===== src/rtl/usb_tx_arbiter.sv =====
// Burst-atomic round-robin arbiter merging the MSC (EP2) and Raw (EP3) IN streams onto the FT601 write path.
// Optional zero-length-packet insertion is enabled by defining USB_TX_ARB_ZLP_EN.
module usb_tx_arbiter #(
  parameter int unsigned MAX_BURST_WORDS = 256,
  parameter logic [1:0]  EP_MSC          = 2'd2,
  parameter logic [1:0]  EP_RAW          = 2'd3
) (
  input  logic        clk,
  input  logic        rst_n,
  input  logic [31:0] msc_tx_data,
  input  logic        msc_tx_valid,
  input  logic        msc_tx_last,
  output logic        msc_tx_ready,
  input  logic [31:0] raw_tx_data,
  input  logic        raw_tx_valid,
  input  logic        raw_tx_last,
  output logic        raw_tx_ready,
  output logic [31:0] ft_tx_data,
  output logic        ft_tx_valid,
  output logic        ft_tx_last,
  output logic [1:0]  ft_tx_ep,
  output logic        ft_tx_zlp,
  input  logic        ft_tx_ready,
  output logic [7:0]  arb_state,
  output logic [15:0] msc_burst_count,
  output logic [15:0] raw_burst_count
);

  localparam int unsigned     CNT_W   = (MAX_BURST_WORDS > 1) ? $clog2(MAX_BURST_WORDS) : 1;
  localparam logic [CNT_W-1:0] CNT_CAP = CNT_W'(MAX_BURST_WORDS - 1);

  typedef enum logic [1:0] {
    ST_IDLE = 2'd0,
    ST_MSC  = 2'd1,
    ST_RAW  = 2'd2,
    ST_ZLP  = 2'd3
  } state_t;

  state_t           state_q, state_d;
  logic             rr_last_q, rr_last_d;    // 1: Raw was served last, 0: MSC
  logic [CNT_W-1:0] burst_cnt_q, burst_cnt_d;
  logic [15:0]      msc_cnt_q, msc_cnt_d;
  logic [15:0]      raw_cnt_q, raw_cnt_d;

  logic             src_is_raw;
  logic [31:0]      src_data;
  logic             src_valid;
  logic             src_last;
  logic             at_cap;
  logic             burst_end;

  assign src_is_raw = (state_q == ST_RAW);
  assign src_data   = src_is_raw ? raw_tx_data  : msc_tx_data;
  assign src_valid  = src_is_raw ? raw_tx_valid : msc_tx_valid;
  assign src_last   = src_is_raw ? raw_tx_last  : msc_tx_last;
  assign at_cap     = (burst_cnt_q == CNT_CAP);
  assign burst_end  = src_last || at_cap;

  always_ff @(posedge clk or negedge rst_n) begin
    if (!rst_n) begin
      state_q     <= ST_IDLE;
      rr_last_q   <= 1'b1;
      burst_cnt_q <= '0;
      msc_cnt_q   <= '0;
      raw_cnt_q   <= '0;
    end else begin
      state_q     <= state_d;
      rr_last_q   <= rr_last_d;
      burst_cnt_q <= burst_cnt_d;
      msc_cnt_q   <= msc_cnt_d;
      raw_cnt_q   <= raw_cnt_d;
    end
  end

  always_comb begin
    state_d      = state_q;
    rr_last_d    = rr_last_q;
    burst_cnt_d  = burst_cnt_q;
    msc_cnt_d    = msc_cnt_q;
    raw_cnt_d    = raw_cnt_q;
    ft_tx_data   = '0;
    ft_tx_valid  = 1'b0;
    ft_tx_last   = 1'b0;
    ft_tx_ep     = '0;
    ft_tx_zlp    = 1'b0;
    msc_tx_ready = 1'b0;
    raw_tx_ready = 1'b0;

    case (state_q)
      ST_IDLE: begin
        // On a tie, the source that was not served last wins.
        if (msc_tx_valid && (!raw_tx_valid || rr_last_q)) begin
          state_d = ST_MSC;
        end else if (raw_tx_valid) begin
          state_d = ST_RAW;
        end
      end

      ST_MSC, ST_RAW: begin
        ft_tx_data  = src_data;
        ft_tx_valid = src_valid;
        ft_tx_last  = burst_end;
        ft_tx_ep    = src_is_raw ? EP_RAW : EP_MSC;
        if (src_is_raw) begin
          raw_tx_ready = ft_tx_ready;
        end else begin
          msc_tx_ready = ft_tx_ready;
        end

        if (src_valid && ft_tx_ready) begin
          if (burst_end) begin
            burst_cnt_d = '0;
            rr_last_d   = src_is_raw;
            if (src_is_raw) begin
              raw_cnt_d = raw_cnt_q + 16'd1;
            end else begin
              msc_cnt_d = msc_cnt_q + 16'd1;
            end
            state_d = ST_IDLE;
`ifdef USB_TX_ARB_ZLP_EN
            // A packet ending exactly on the FT601 packet size needs a ZLP terminator.
            if (src_last && at_cap) begin
              state_d = ST_ZLP;
            end
`endif
          end else begin
            burst_cnt_d = burst_cnt_q + CNT_W'(1);
          end
        end
      end

`ifdef USB_TX_ARB_ZLP_EN
      ST_ZLP: begin
        ft_tx_zlp = 1'b1;
        ft_tx_ep  = rr_last_q ? EP_RAW : EP_MSC;
        if (ft_tx_ready) begin
          state_d = ST_IDLE;
        end
      end
`endif

      default: state_d = ST_IDLE;
    endcase
  end

  assign arb_state       = {6'b0, state_q};
  assign msc_burst_count = msc_cnt_q;
  assign raw_burst_count = raw_cnt_q;

endmodule


===== config.mk =====
export PLATFORM = sky130hd
export DESIGN_NAME = usb_tx_arbiter
export DESIGN_NICKNAME = d
export VERILOG_FILES = /design/src/rtl/usb_tx_arbiter.sv
export SDC_FILE = /design/constraint.sdc
export NUM_CORES = 1
export LEC_CHECK = 0
export CAP_MARGIN = 20
export CORE_MARGIN = 8
export CORE_UTILIZATION = 35
export DETAILED_ROUTE_END_ITERATION = 8
export PLACE_DENSITY = 0.8
export SETUP_SLACK_MARGIN = 0.05
export SYNTH_ARGS = -nofsm -noshare
export SYNTH_HDL_FRONTEND = slang
export SYNTH_SLANG_ARGS = --single-unit

===== constraint.sdc =====
create_clock -name clk -period 2.6 [get_ports clk]
set_input_delay 0.52 -clock clk [delete_from_list [all_inputs] [get_ports clk]]
set_output_delay 0.52 -clock clk [all_outputs]
set_load 0.05 [all_outputs]

* After elaboration in Yosys (flattened, before gate mapping)
Cells that the tools add are included.
** Storage, ports and cells
- Latch bits :: 0
- Output and inout bits :: 79
- Bits of input ports :: 71
- Memory bits (writable) :: 0
- Memories kept :: 0
- Bits in registers :: 43
- ROM bits :: 0
- Word-level logic and storage cells :: 45
** Cells by class
- Eq/ne operators :: 6
- Div/mod/pow operators :: 0
- $mul :: 0
- Reduce and logical (&&, ||, !) cells :: 12
- Muxes and demuxes :: 18
- Add/sub/neg operators :: 3
- Order comparisons :: 0
- Bitwise gates (word level) :: 1
- Shifts and indexed selects :: 0
** Operator list (number)
- $mux 32 :: 2
- $add 16x1->16 const B :: 2
- $mux 2 :: 5
- $mux 1 :: 9
- $add 8x1->8 const B :: 1
- $eq 8x8->1 const B :: 1
- $mux 8 :: 1
- $reduce_and 4->1 :: 2
- $reduce_and 3->1 :: 2
- $ne 2x2->1 const B :: 2
- $pmux 2 s2 :: 1
- $ne 3x3->1 const B :: 1
- $eq 2x1->1 const B :: 1
- $eq 2x2->1 const B :: 1
- $logic_and 1x1->1 :: 2
- $logic_not 2->1 :: 1
- $logic_or 1x1->1 :: 2
- $reduce_and 2->1 :: 1
- $reduce_or 2->1 :: 1
- $logic_not 1->1 :: 1
- $not 1->1 :: 1

* Logic depth before layout (Yosys ltp)
- Word-level depth :: 6
- Depth in mapped cells :: 9
- Mapped depth without buffers :: 7

* Worst setup path after synthesis
Ideal clock, no wire load.
- Kind :: register to register
- Start point :: register state_q[0]
- End point :: register msc_cnt_q[1] (netlist: msc_burst_count[1])
- Setup time :: 0.125 ns
- Data required time :: 2.475 ns
- Period minus slack after synthesis :: 3.222 ns
- Path slack :: -0.622 ns
- Arrival time :: 3.097 ns
- Buffers on the path :: 1
- Cell stages (with the launch flop) :: 8
- Cells stage by stage :: dfrtp_1 > inv_1 > ha_1 > nand2_1 > nor2_1 > and3_1 > buf_2 > mux2_2
** Between the ends
- Longest elaborated chain between the ends :: 4
- Elaborated cells on any way between the ends :: 9
- Those cells by class :: eq/ne (2); mux (2); bitwise (1); reduce/logical (4)
** Ends and longest elaborated chain
- start: declaration :: RTL line 39 : state_t state_q, state_d;
- start signal: assignment :: RTL line 67 : state_q <= state_d;
- $eq 2x2->1 :: RTL line 52, 89
- $mux 1, on equally long branches :: RTL line 55, 54
- $logic_or 1x1->1 / $logic_and 1x1->1 (equally long branches) :: RTL line 57, 110
- $reduce_and 4->1 (no source line) *
- end signal: assignment :: RTL line 70 : msc_cnt_q <= msc_cnt_d;
- end: declaration :: RTL line 42 : logic [15:0] msc_cnt_q, msc_cnt_d;
Mark *: on every way between the ends. The rest lies on a longest branch, timed or not.
A chain may end at the register's enable or synchronous reset.

* Worst setup path in the final report
- Start point :: register state_q[0]
- End point :: output port ft_tx_data[15]
** Between the ends
- Longest elaborated chain between the ends :: 3
- Elaborated cells on any way between the ends :: 5
- Those cells by class :: eq/ne (2); mux (2); reduce/logical (1)
** Ends and longest elaborated chain
- $eq 2x2->1 / $eq 2x1->1 (equally long branches) :: RTL line 52, 89
- $mux 32 / $reduce_or 2->1 (equally long branches) :: RTL line 53, 89
- $mux 32 * :: RTL line 89 : case (state_q)
- end: declaration :: RTL line 18 : output logic [31:0] ft_tx_data,
Marked as above.

==> impl_results.md <==
* Site Rows at 31
* Min Tclk post-route at 2410 ps
* Fin area at ~4600 µm²
* Yosys Warn Count at 0
* Final Util at 0.632
* Highest metal used: met4
* HPWL Detailed at 6770 µm
* Critical path endpoint category: output pin
* Die X at 103 µm
* Area delta synth->final at 73.7%
* WS Path Type: register to output pin
* Area fraction of the dominant cell type after synthesis at 0.396
* Startpoint Class: register
* Max Root-Sink Buffers at 2
* DR pass1 iterations at 5
* Commonest non-fill, non-tap cell in the layout: clkdlybuf4s50_1
* Final slew viol count at 0
* Most frequent cells in the layout: clkdlybuf4s50_1 (103), dfrtp_1 (40), buf_4 (38)
* Critical path peak fanout at 17
* EDFF count, synth at 0
* Synth unique cells at 38
* TritonCTS clock tree: done
* # DRC at 0
* Die ar. at 10600 µm²
* Post-synth ARST share at 1.00
* Overflow left after global routing at 0
* Setup ws final at 186 ps
* Met1 wire length at 2960 µm
* Setup violations, final at 0
* Achievable Freq at ~0.41 GHz
* Synth top area cells: dfrtp_1 (40%), mux2i_1 (13%), xnor2_1 (8.6%)
* Relative slew slack at 0.644
* Fillers at approximately 600
* Seq/Total Area, Yosys at 0.406
* Initial antenna violation count at 0
* Number of global-route vias before repair at 2778
* Total CTS buffers at 5
* Tcrit/Tclk final at 0.928
* Layout cell share with drive strength beyond 1 at 0.256
* ANT nets after route at 0
* Die Y at a little over 100 µm
* Routed vias/inst at 4.81
* Core area at 7290 µm²
* HP Class: input port to async pin
* Wirelength, routed at 8220 µm
* Yosys top cell by area: dfrtp_1
* Final hold vios at 0
* Fin nets at 500
* Pin count of the biggest net entering global routing at 35
* CTS sink cnt at 43
* Port bufs at 142
* CP Data Arrival Time at 1890 ps
* Initial Utilization at 0.364
* Leak pwr at between 1.5 and 2 nW
* CTS H-tree depth at 2
* Post-CTS Setup Bufs at 0
* Actual slew at the worst max-slew pin at about 530 ps
* Unrepaired setup endpoints after global routing: no
* Max Cap Viol at 0
* Gr usage total at 0.155
* Clk_lat worst skew at 290 ps
* Netlist Area Pre-Place at 2650 µm²
* Placed Area at roughly 4400 µm²
* Status: complete, no violations
* First-pass GRT wire length at between 10000 and 15000 µm
* Placer Congestion at 0.757
* Average wire per standard cell at 15.7 µm
* Power Density at 1090 nW/µm²
* DRT iter0 DRCs at 32
* Root Driver: clkbuf_8
* Mean Syn Cell Area at roughly 9.5 µm²
* Vias after detailed routing at between 2000 and 3000
* Syn Inst Count at 278
* Ant. Diodes at 0
* Worst slack, placed at between 300 and 400 ps
* Reg clk slew, reported paths at 80 ps
* Boundary Pins at 150
* Layout Skew at 5.74 ps
* Metal2 WL at 4170 µm
* Met3 WL at 994 µm
* Max VDD drop at 0.689 mV
* Worst EP required at 2080 ps
* Yosys reg bits at 43
* Post-synth top flop: dfrtp_1
## report_power, final
group	switching, W	leakage [nW]	total [W]	internal [W]
Clock	0.000218	0.0654	0.000602	0.000384
Sequential	0.0000914	0.584	0.000848	0.000757
Combinational	0.00232	1.30	0.00356	0.00124
## sequential cells by signal, summed over array words and instances, names as in the netlist
signal           flops
msc_burst_count     16
raw_burst_count     16
burst_cnt_q          8
state_q              2
rr_last_q            1
## metal layers
metal,global-route usage,vias up
li1,-,1221
met1,0.161,1175
met2,0.276,115
met3,0.0716,8
met4,0.0356,0
met5,0,-
## cells by family (layout without fill, tap and decap cells)
logic type,count (synthesis),count (layout),share of synthesized area
simple gates,115,115,0.220
buf+inv,29,170,0.0594
flops,43,43,0.406
other cells,1,7,0.00141
compound gates,13,13,0.0302
fa+ha+maj,5,5,0.0236
mux,37,37,0.144
xor+xnor,35,35,0.116
## cell usage after synthesis (3+ instances only)
| library cell | n |
|---|---|
| nor2_1 | 47 |
| buf_2 | 6 |
| xnor2_1 | 26 |
| and3_1 | 7 |
| clkbuf_1 | 3 |
| xor2_1 | 9 |
| ha_1 | 5 |
| buf_4 | 9 |
| inv_1 | 9 |
| nand2_1 | 16 |
| dfrtp_1 | 42 |
| nor3_1 | 5 |
| nand3_1 | 16 |
| nand4_1 | 11 |
| a21oi_1 | 3 |
| mux2i_1 | 34 |
| o21ai_0 | 3 |
| and2_1 | 3 |
## through the flow
stage | TNS (ps) | power, W | hold slack, ps | std cells
floorplan | -3.77 | 0.00328 | 224 | 284
global placement | 0 | 0.00430 | 460 | 515
detailed placement | 0 | 0.00435 | 465 | 515
CTS | 0 | 0.00497 | 181 | 523
global route | 0 | 0.00524 | 203 | 524
finish | 0 | 0.00501 | 172 | 524
## timing repair
action,in CTS,in global routing
endpoints found under the setup margin,1,32
resized for setup,1,10
gates cloned,0,1
hold buffers,0,0
## path summary, 6_finish.rpt
check | slack [ps] | from | cells past startpoint | to
hold / removal | 170 | rst_n | 1 | msc_burst_count[2]
setup reg to reg | 480 | state_q[0] | 8 | state_q[1]
max in group asynchronous | 1890 | rst_n | 2 | raw_burst_count[7]
hold reg to reg | 470 | raw_burst_count[15] | 1 | raw_burst_count[15]
setup / recovery | 190 | state_q[0] | 6 | ft_tx_data[15]
min in group clk | 470 | raw_burst_count[15] | 1 | raw_burst_count[15]
## final cells by class
| type | instances | area, µm² | area share |
|---|---|---|---|
| Clock buffer | 6 | 72.6 | 0.0157 |
| Clock inverter | 2 | 60.1 | 0.0130 |
| Inverter | 10 | 40.0 | 0.00868 |
| Multi-Input combinational cell | 212 | 1720 | 0.372 |
| Sequential cell | 43 | 1080 | 0.234 |
| Tap cell | 99 | 124 | 0.0269 |
| Timing Repair Buffer | 152 | 1520 | 0.329 |
## critical path: stages, from the launching register on
cell and delay [ps]:
dfrtp_2 410, inv_1 150, ha_4 260, clkbuf_16 240
mux2i_2 300, nor2_4 60, buf_4 190
No activity file was read; power rests on OpenSTA's default activity.
